<file path="config.mk">
export PLATFORM = sky130hd
export DESIGN_NAME = logic_unit_iter
export DESIGN_NICKNAME = d
export VERILOG_FILES = /design/src/rtl/logic_pkg.sv /design/src/rtl/logic_slice.sv /design/src/rtl/logic_unit_iter.sv
export SDC_FILE = /design/constraint.sdc
export NUM_CORES = 1
export LEC_CHECK = 0
export ABC_AREA = 1
export CAP_MARGIN = 25
export CORE_MARGIN = 4
export CORE_UTILIZATION = 34
export DETAILED_ROUTE_END_ITERATION = 12
export GPL_TIMING_DRIVEN = 0
export MAX_ROUTING_LAYER = met4
export PLACE_DENSITY_LB_ADDON = 0.08
export SKIP_LAST_GASP = 1
export SYNTH_ARGS = -nofsm -noshare
export SYNTH_HDL_FRONTEND = slang
export SYNTH_SLANG_ARGS = --single-unit
</file>
<file path="constraint.sdc">
create_clock -name clk -period 3.4 [get_ports clk]
set_input_delay 0.68 -clock clk [delete_from_list [all_inputs] [get_ports clk]]
set_output_delay 0.68 -clock clk [all_outputs]
set_load 0.01 [all_outputs]
</file>
<file path="src/rtl/logic_pkg.sv">
// Shared types for the iterative logic unit: operation encodings and control states.
package logic_pkg;

  typedef enum logic [2:0] {
    OP_AND  = 3'b000,
    OP_NAND = 3'b001,
    OP_OR   = 3'b010,
    OP_NOR  = 3'b011,
    OP_XOR  = 3'b100,
    OP_XNOR = 3'b101,
    OP_NOT  = 3'b110,
    OP_PASS = 3'b111
  } logic_op_t;

  typedef enum logic [1:0] {
    IDLE = 2'b00,
    BUSY = 2'b01,
    DONE = 2'b10
  } logic_state_t;

endpackage

</file>
<file path="src/rtl/logic_slice.sv">
// Combinational SLICE-bit bitwise operator; shared by the iterative unit and single-cycle operators.
module logic_slice
  import logic_pkg::*;
#(
  parameter int SLICE = 8
) (
  input  logic [SLICE-1:0] a,
  input  logic [SLICE-1:0] b,
  input  logic_op_t        op,
  output logic [SLICE-1:0] res
);

  always_comb begin
    res = '0;
    case (op)
      OP_AND:  res = a & b;
      OP_NAND: res = ~(a & b);
      OP_OR:   res = a | b;
      OP_NOR:  res = ~(a | b);
      OP_XOR:  res = a ^ b;
      OP_XNOR: res = ~(a ^ b);
      OP_NOT:  res = ~a;
      OP_PASS: res = a;
      default: res = '0;
    endcase
  end

endmodule

</file>
<file path="src/rtl/logic_unit_iter.sv">
// Multi-cycle bitwise logic unit processing SLICE bits per cycle under valid/ready handshakes.
// Optional parity output and accumulator are enabled by defining LOGIC_PARITY_EN.
module logic_unit_iter
  import logic_pkg::*;
#(
  parameter int WIDTH = 32,
  parameter int SLICE = 8
) (
  input  logic             clk,
  input  logic             rst,
  input  logic             in_valid,
  output logic             in_ready,
  input  logic [2:0]       op,
  input  logic [WIDTH-1:0] x,
  input  logic [WIDTH-1:0] y,
  output logic             out_valid,
  input  logic             out_ready,
  output logic [WIDTH-1:0] r,
  output logic             negative,
  output logic             zero,
  output logic             cout,
  output logic             overflow
`ifdef LOGIC_PARITY_EN
  ,
  output logic             parity
`endif
);

  localparam int NSLICE = WIDTH / SLICE;
  localparam int CNT_W  = (NSLICE > 1) ? $clog2(NSLICE) : 1;

  logic_state_t     state_q, state_d;
  logic [CNT_W-1:0] cnt_q, cnt_d;
  logic [WIDTH-1:0] x_q, x_d, y_q, y_d, r_q, r_d;
  logic_op_t        op_q, op_d;
  logic             zacc_q, zacc_d;
  logic             neg_q, neg_d, zero_q, zero_d;
  logic [SLICE-1:0] a_sl, b_sl, slice_res;
`ifdef LOGIC_PARITY_EN
  logic             pacc_q, pacc_d, parity_q, parity_d;
`endif

  assign a_sl = x_q[cnt_q*SLICE +: SLICE];
  assign b_sl = y_q[cnt_q*SLICE +: SLICE];

  logic_slice #(.SLICE(SLICE)) u_slice (
    .a   (a_sl),
    .b   (b_sl),
    .op  (op_q),
    .res (slice_res)
  );

  always_comb begin
    state_d = state_q;
    cnt_d   = cnt_q;
    x_d     = x_q;
    y_d     = y_q;
    op_d    = op_q;
    r_d     = r_q;
    zacc_d  = zacc_q;
    neg_d   = neg_q;
    zero_d  = zero_q;
`ifdef LOGIC_PARITY_EN
    pacc_d   = pacc_q;
    parity_d = parity_q;
`endif
    case (state_q)
      IDLE: begin
        if (in_valid) begin
          x_d     = x;
          y_d     = y;
          op_d    = logic_op_t'(op);
          cnt_d   = '0;
          zacc_d  = 1'b1;
`ifdef LOGIC_PARITY_EN
          pacc_d  = 1'b0;
`endif
          state_d = BUSY;
        end
      end
      BUSY: begin
        r_d[cnt_q*SLICE +: SLICE] = slice_res;
        zacc_d = zacc_q & ~(|slice_res);
`ifdef LOGIC_PARITY_EN
        pacc_d = pacc_q ^ (^slice_res);
`endif
        // Flags are committed together with the top slice, so they never reflect partial results.
        if (cnt_q == CNT_W'(NSLICE - 1)) begin
          cnt_d   = '0;
          neg_d   = r_d[WIDTH-1];
          zero_d  = zacc_d;
`ifdef LOGIC_PARITY_EN
          parity_d = pacc_d;
`endif
          state_d = DONE;
        end else begin
          cnt_d = cnt_q + 1'b1;
        end
      end
      DONE: begin
        if (out_ready) state_d = IDLE;
      end
      default: state_d = IDLE;
    endcase
  end

  always_ff @(posedge clk or posedge rst) begin
    if (rst) begin
      state_q <= IDLE;
      cnt_q   <= '0;
      x_q     <= '0;
      y_q     <= '0;
      op_q    <= OP_AND;
      r_q     <= '0;
      zacc_q  <= 1'b0;
      neg_q   <= 1'b0;
      zero_q  <= 1'b0;
`ifdef LOGIC_PARITY_EN
      pacc_q   <= 1'b0;
      parity_q <= 1'b0;
`endif
    end else begin
      state_q <= state_d;
      cnt_q   <= cnt_d;
      x_q     <= x_d;
      y_q     <= y_d;
      op_q    <= op_d;
      r_q     <= r_d;
      zacc_q  <= zacc_d;
      neg_q   <= neg_d;
      zero_q  <= zero_d;
`ifdef LOGIC_PARITY_EN
      pacc_q   <= pacc_d;
      parity_q <= parity_d;
`endif
    end
  end

  assign in_ready  = (state_q == IDLE) && !rst;
  assign out_valid = (state_q == DONE);
  assign r         = r_q;
  assign negative  = neg_q;
  assign zero      = zero_q;
  assign cout      = 1'b0;
  assign overflow  = 1'b0;
`ifdef LOGIC_PARITY_EN
  assign parity    = parity_q;
`endif

endmodule
</file>
==> results.cfg, run 1 <==
[timing]
fmax_mhz = 330
maxSlewHeadroom_pct = 52.1
finalCritPeriodShare_pct = 89.2
grt_setup_unrepaired = false
tightest_slew_ns = 0.717
finalSetupViolCount = 0
hold_ws_ns = 0.483
final-max-slew-violation-count = 0
hold_viol = 0
min_period_ns = 3.03
fin_setup_tns_ns = 0
finClkSkew_ns = 0.0101

[drt]
wire_per_inst_um = 15.2
drc = 0
drt_iter0_drc = 304
via_per_inst = 4.80
vias = 5314
routed_wl_um = 16800
drtPass1Iterations = 4
drt.antenna.violating_nets = 0

[die]
initial_core_util_pct = 35.0
io_pins = 109
dieArea_um2 = 19400
die_h_um = 139
die_w_um = 139
core-area_um2 = 16800
rows = 47

[clocking]
clk_pin_slew_ns = 0.07
cts-htree-levels = 3
cts_post_setup_buffers_inserted = 0
cts_hold_buf = 0
clock_latency_ns = 0.36
clock-root-buffer = clkbuf_16
ctsLongestPathBuffers = 2
cts_made_buffers = 9
clock_sinks = 106
cts_resized = 0
cts_tree = done

[worst_setup_path]
worst_path_largest_cell_delay_ns = 0.43
path_max_fanout = 11
crit_family = simple AND/OR/NAND/NOR gates
critPathLaunchType = flip-flop
crit_path_end_kind = flip-flop
critical_path_class = flip-flop to flip-flop
path_cells = buf_6 > inv_4 > buf_6 > buf_2 > a21oi_1 > a32oi_1 > inv_1 > ha_1 > inv_1 > nand2_1 > nand2_1 > nand2_1 > nand2_1 > nor2_1 > nand2_1 > nand2_1 > nand2_1 > nor2_1 > nand4_1 > nand2_1
crit_path_top_delay_cell = dfrtp_1
critPathMostFrequentCell = nand2_1
required_ns = 3.70
critPathBufInv = 6
cp_data_arrival_time_ns = 3.33

[synthesis]
yosysMostFrequentCell = nand2_1
synthArstFlopShare_pct = 100
syn_area_per_cell_um2 = 7.68
synth_ff_type = dfrtp_1
synth_cell_types = 34
synthTopCellsByArea = dfrtp_1 45%, nand2_1 20%, o21ai_0 5.0%
syn_inst = 764
synth_top_area_share_pct = 45.2
synthesis.area_um2 = 5870
synth_seq_cells = 106
yosysTopAreaCell = dfrtp_1
ys_seq_area_share_pct = 45.2
synthTopCellsByCount = 314 x nand2_1, 106 x dfrtp_1, 68 x inv_1
yosysWarnings = 0
synth_edf_count = 0

[layout]
finish.instance_area_um2 = 7500
drive_gt1_share_pct = 8.92
final.fill_count = 1710
antenna_cells = 0
syn_to_final_growth_pct = 27.8
final_nets = 975
fin_cells = 1106

[pwr]
power_mw = 7.40
p_leak_nw = 3.71
powerDensity_nw_per_um2 = 986
irDropWorstVdd_mv = 0.363

[worst_hold_path]
hp-class = flip-flop to flip-flop

[global_routing]
grt_use_total_pct = 18.0
overflow = 0
grt_pass1_vias = 5404
grt_start_max_net_pins = 44
grt_pass1_wl_um = 27200
grt_antenna_before_repair = 0

[placement]
dp_hpwl_um = 13000
place.gp.congestion = 0.831
portBuffers = 106
dpl_cell_area_um2 = 7250
dpl.cell_count = 1093

[status]
status = finished, final reports clean

[job]
cap_violations = 0
-- layer usage --
metal	vias up	track usage (%)	part of all wire, %
li1	2649	-	-
met1	2489	22.9	45
met2	156	29.8	48
met3	20	2.71	4.9
met4	0	5.20	1.6
met5	-	-	0
-- area by class of cell --
class	count	area, µm²	area share [%]
repair buffers	108	1100	14.7
flip-flops and latches	106	2650	35.4
plain buffers	37	238	3.17
well taps	220	275	3.67
inverters	74	292	3.89
clock buffers	14	254	3.39
multi-input cells	547	2690	35.9
-- path summary, 6_finish.rpt --
| path | startpoint | endpoint | slack [ns] | depth (start not counted) |
|---|---|---|---|---|
| setup reg to reg | cnt_q[1] | zero | 0.37 | 20 |
| min in group asynchronous | rst | x_q[21] | 0.82 | 2 |
| hold reg to reg | x_q[16] | x_q[16] | 0.48 | 2 |
| max in group asynchronous | rst | zacc_q | 1.92 | 3 |
| hold / removal | x_q[16] | x_q[16] | 0.48 | 2 |
| setup / recovery | cnt_q[1] | zero | 0.37 | 20 |
-- cell families after synthesis --
family                     Yosys count  synth area share (%)
DFF                                106                  45.2
muxes                                1                 0.171
other                                1                0.0639
AOI/OAI and AO/OA                  102                  9.66
adders and majority gates           21                  4.48
and+or+nand+nor                    421                  31.4
buffers and inverters              112                  9.02
-- placed cells by master (no fill, tap or decap) --
cell,n
o21ai_1,17
nor2_8,1
nand3_2,12
o31ai_1,9
nand2_2,20
buf_4,4
nand4_1,14
nor2_4,2
nor3_4,1
buf_2,6
nor2_1,25
a21oi_1,8
inv_1,67
dfrtp_1,106
inv_2,4
conb_1,2
nand3_1,25
nor3_2,1
o21ai_2,1
clkbuf_8,1
nor3_1,1
clkdlybuf4s50_1,106
clkinvlp_4,1
a32oi_1,8
buf_1,4
inv_4,1
ha_1,21
mux2i_1,1
clkbuf_1,18
inv_8,1
buf_6,8
buf_12,3
nand2_1,314
nand3b_1,2
clkbuf_16,9
nand2_4,1
nor2_2,2
o21ai_0,59
-- state kept, by name (all words and copies together) (netlist names) --
register,count
cnt_q,2
negative,1
op_q,3
r,32
state_q,2
x_q,32
y_q,32
zacc_q,1
zero,1
-- worst reg2reg max path: stages (launching register included) --
cell and delay (ns):
dfrtp_1 0.43, buf_6 0.18, inv_4 0.11, buf_6 0.15, buf_2 0.28, a21oi_1 0.08
a32oi_1 0.32, inv_1 0.08, ha_1 0.28, inv_1 0.03, nand2_1 0.07, nand2_1 0.06
nand2_1 0.05, nand2_1 0.05, nor2_1 0.12, nand2_1 0.09, nand2_1 0.13, nand2_1 0.10
nor2_1 0.12, nand4_1 0.15, nand2_1 0.09
-- per-stage QoR --
step / utilization [%] / worst slack (ns)
floorplan: - / 1.07
global placement: 43.0 / 0.291
detailed placement: 43.3 / 0.235
CTS: 44.8 / 0.217
global route: 44.8 / 0.145
finish: 44.8 / 0.366
-- report_power, final --
group	internal, mW	switching (mW)	total, mW	leakage (nW)
clock	0.511	0.450	0.961	0.123
combinational	1.53	2.83	4.36	2.23
sequential	1.78	0.293	2.08	1.36
total	3.82	3.58	7.40	3.71
Note: power is estimated with default switching activity, not from simulation.
==> inputs of run 2 (changes only) <==
- CORE_UTILIZATION: 34 -> 25
==> results.cfg, run 2 (synthesized netlist as in run 1, its figures left out) <==
[die]
core-area_um2 = 22800
initial_core_util_pct = 25.7
io_pins = 109
die_w_um = 161
rows = 55
die_h_um = 161
dieArea_um2 = 26000

[drt]
routed_wl_um = 17800
drtPass1Iterations = 4
drt_iter0_drc = 228
wire_per_inst_um = 14.8
drc = 0
vias = 5133
drt.antenna.violating_nets = 0
via_per_inst = 4.27

[clocking]
cts_resized = 0
cts-htree-levels = 3
cts_made_buffers = 9
ctsLongestPathBuffers = 2
cts_hold_buf = 0
clock_latency_ns = 0.36
clk_pin_slew_ns = 0.07
cts_tree = done
clock_sinks = 106
clock-root-buffer = clkbuf_16
cts_post_setup_buffers_inserted = 0

[placement]
dp_hpwl_um = 14100
dpl.cell_count = 1187
portBuffers = 106
place.gp.congestion = 0.809
dp_slack_ns = 0.213
dpl_cell_area_um2 = 7390

[worst_setup_path]
required_ns = 3.69
critPathLaunchType = flip-flop
critical_path_class = flip-flop to flip-flop
path_max_fanout = 11
r2r_start = cnt_q[1]
crit_path_end_kind = flip-flop
cp_data_arrival_time_ns = 3.32
rrSetupSlack_ns = 0.37
cp-startpoint = cnt_q[1]

[layout]
finish.instance_area_um2 = 7690
fin_cells = 1201
fin_util_pct = 33.6
final.fill_count = 2556
antenna_cells = 0
syn_to_final_growth_pct = 31.0
final_nets = 976
layout_common_cells = 314 x nand2_1, 106 x dfrtp_1, 106 x clkdlybuf4s50_1
final_common_cell = nand2_1
drive_gt1_share_pct = 9.57

[pwr]
irDropWorstVdd_mv = 0.317
power_mw = 7.53
powerDensity_nw_per_um2 = 979
p_leak_nw = 3.74

[timing]
finalCritPeriodShare_pct = 89.1
hold_ws_ns = 0.484
tightest_slew_ns = 0.617
hold_viol = 0
final-max-slew-violation-count = 0
finalSetupViolCount = 0
fin_setup_tns_ns = 0
min_period_ns = 3.03
maxSlewHeadroom_pct = 58.9
grt_setup_unrepaired = false
setup_slack_ns = 0.371
fmax_mhz = 330
finClkSkew_ns = 0.00786

[status]
status = finished, final reports clean

[global_routing]
grt_pass1_wl_um = 29100
grt_antenna_before_repair = 0
overflow = 0
grt_use_total_pct = 14.6
grt_pass1_vias = 5351
grt_start_max_net_pins = 40

[job]
cap_violations = 0

[worst_hold_path]
hp-start = x_q[16]
hp-class = flip-flop to flip-flop
run 2: changes by cell type in the layout (fill, tap and decap cells not counted), sizes merged:
| cell | previous run | this run |
|---|---|---|
| clkbuf | 28 | 24 |
| clkinvlp | 1 | 3 |
| inv | 73 | 75 |
| buf | 25 | 26 |
| bufinv | 0 | 1 |
run 2: critical path, cell delays in order, from the launching register on:
cell     delay (ns)
dfrtp_1        0.43
buf_6          0.18
inv_4          0.10
buf_6          0.15
buf_2          0.27
a21oi_1        0.07
a32oi_1        0.35
inv_1          0.09
ha_1           0.28
inv_1          0.04
nand2_1        0.07
nand2_1        0.06
nand2_1        0.06
nand2_1        0.05
nor2_1         0.08
nand2_1        0.08
nand2_1        0.14
nand2_1        0.10
nor2_1         0.12
nand4_1        0.16
nand2_1        0.09
run 2: final cells by class:
| class | instances | area (µm²) | share of cell area [%] |
|---|---|---|---|
| multi-input combinational | 547 | 2690 | 35.0 |
| sequential | 106 | 2650 | 34.5 |
| timing repair buffer | 109 | 1120 | 14.6 |
| tap | 313 | 392 | 5.10 |
| inverter | 74 | 292 | 3.79 |
| clock buffer | 10 | 239 | 3.11 |
| buffer | 37 | 238 | 3.09 |
| clock inverter | 5 | 62.6 | 0.814 |
run 2: path summary, 6_finish.rpt:
| check | end | cells past startpoint |
|---|---|---|
| setup / recovery | zero | 20 |
| hold / removal | x_q[16] | 2 |
| setup reg to reg | zero | 20 |
| hold reg to reg | x_q[16] | 2 |
| max in group asynchronous | y_q[11] | 4 |
| min in group asynchronous | r[24] | 2 |
run 2: layer usage:
| layer | share of wire (%) | vias to the layer above | GRT usage, % |
|---|---|---|---|
| li1 | - | 2662 | - |
| met1 | 47 | 2347 | 19.6 |
| met2 | 47 | 110 | 23.3 |
| met3 | 4.7 | 14 | 2.45 |
| met4 | 1.1 | 0 | 3.33 |
| met5 | 0 | - | - |
run 2: power by group:
part | switching, mW | internal [mW]
clock | 0.498 | 0.593
combinational | 2.82 | 1.53
sequential | 0.304 | 1.78
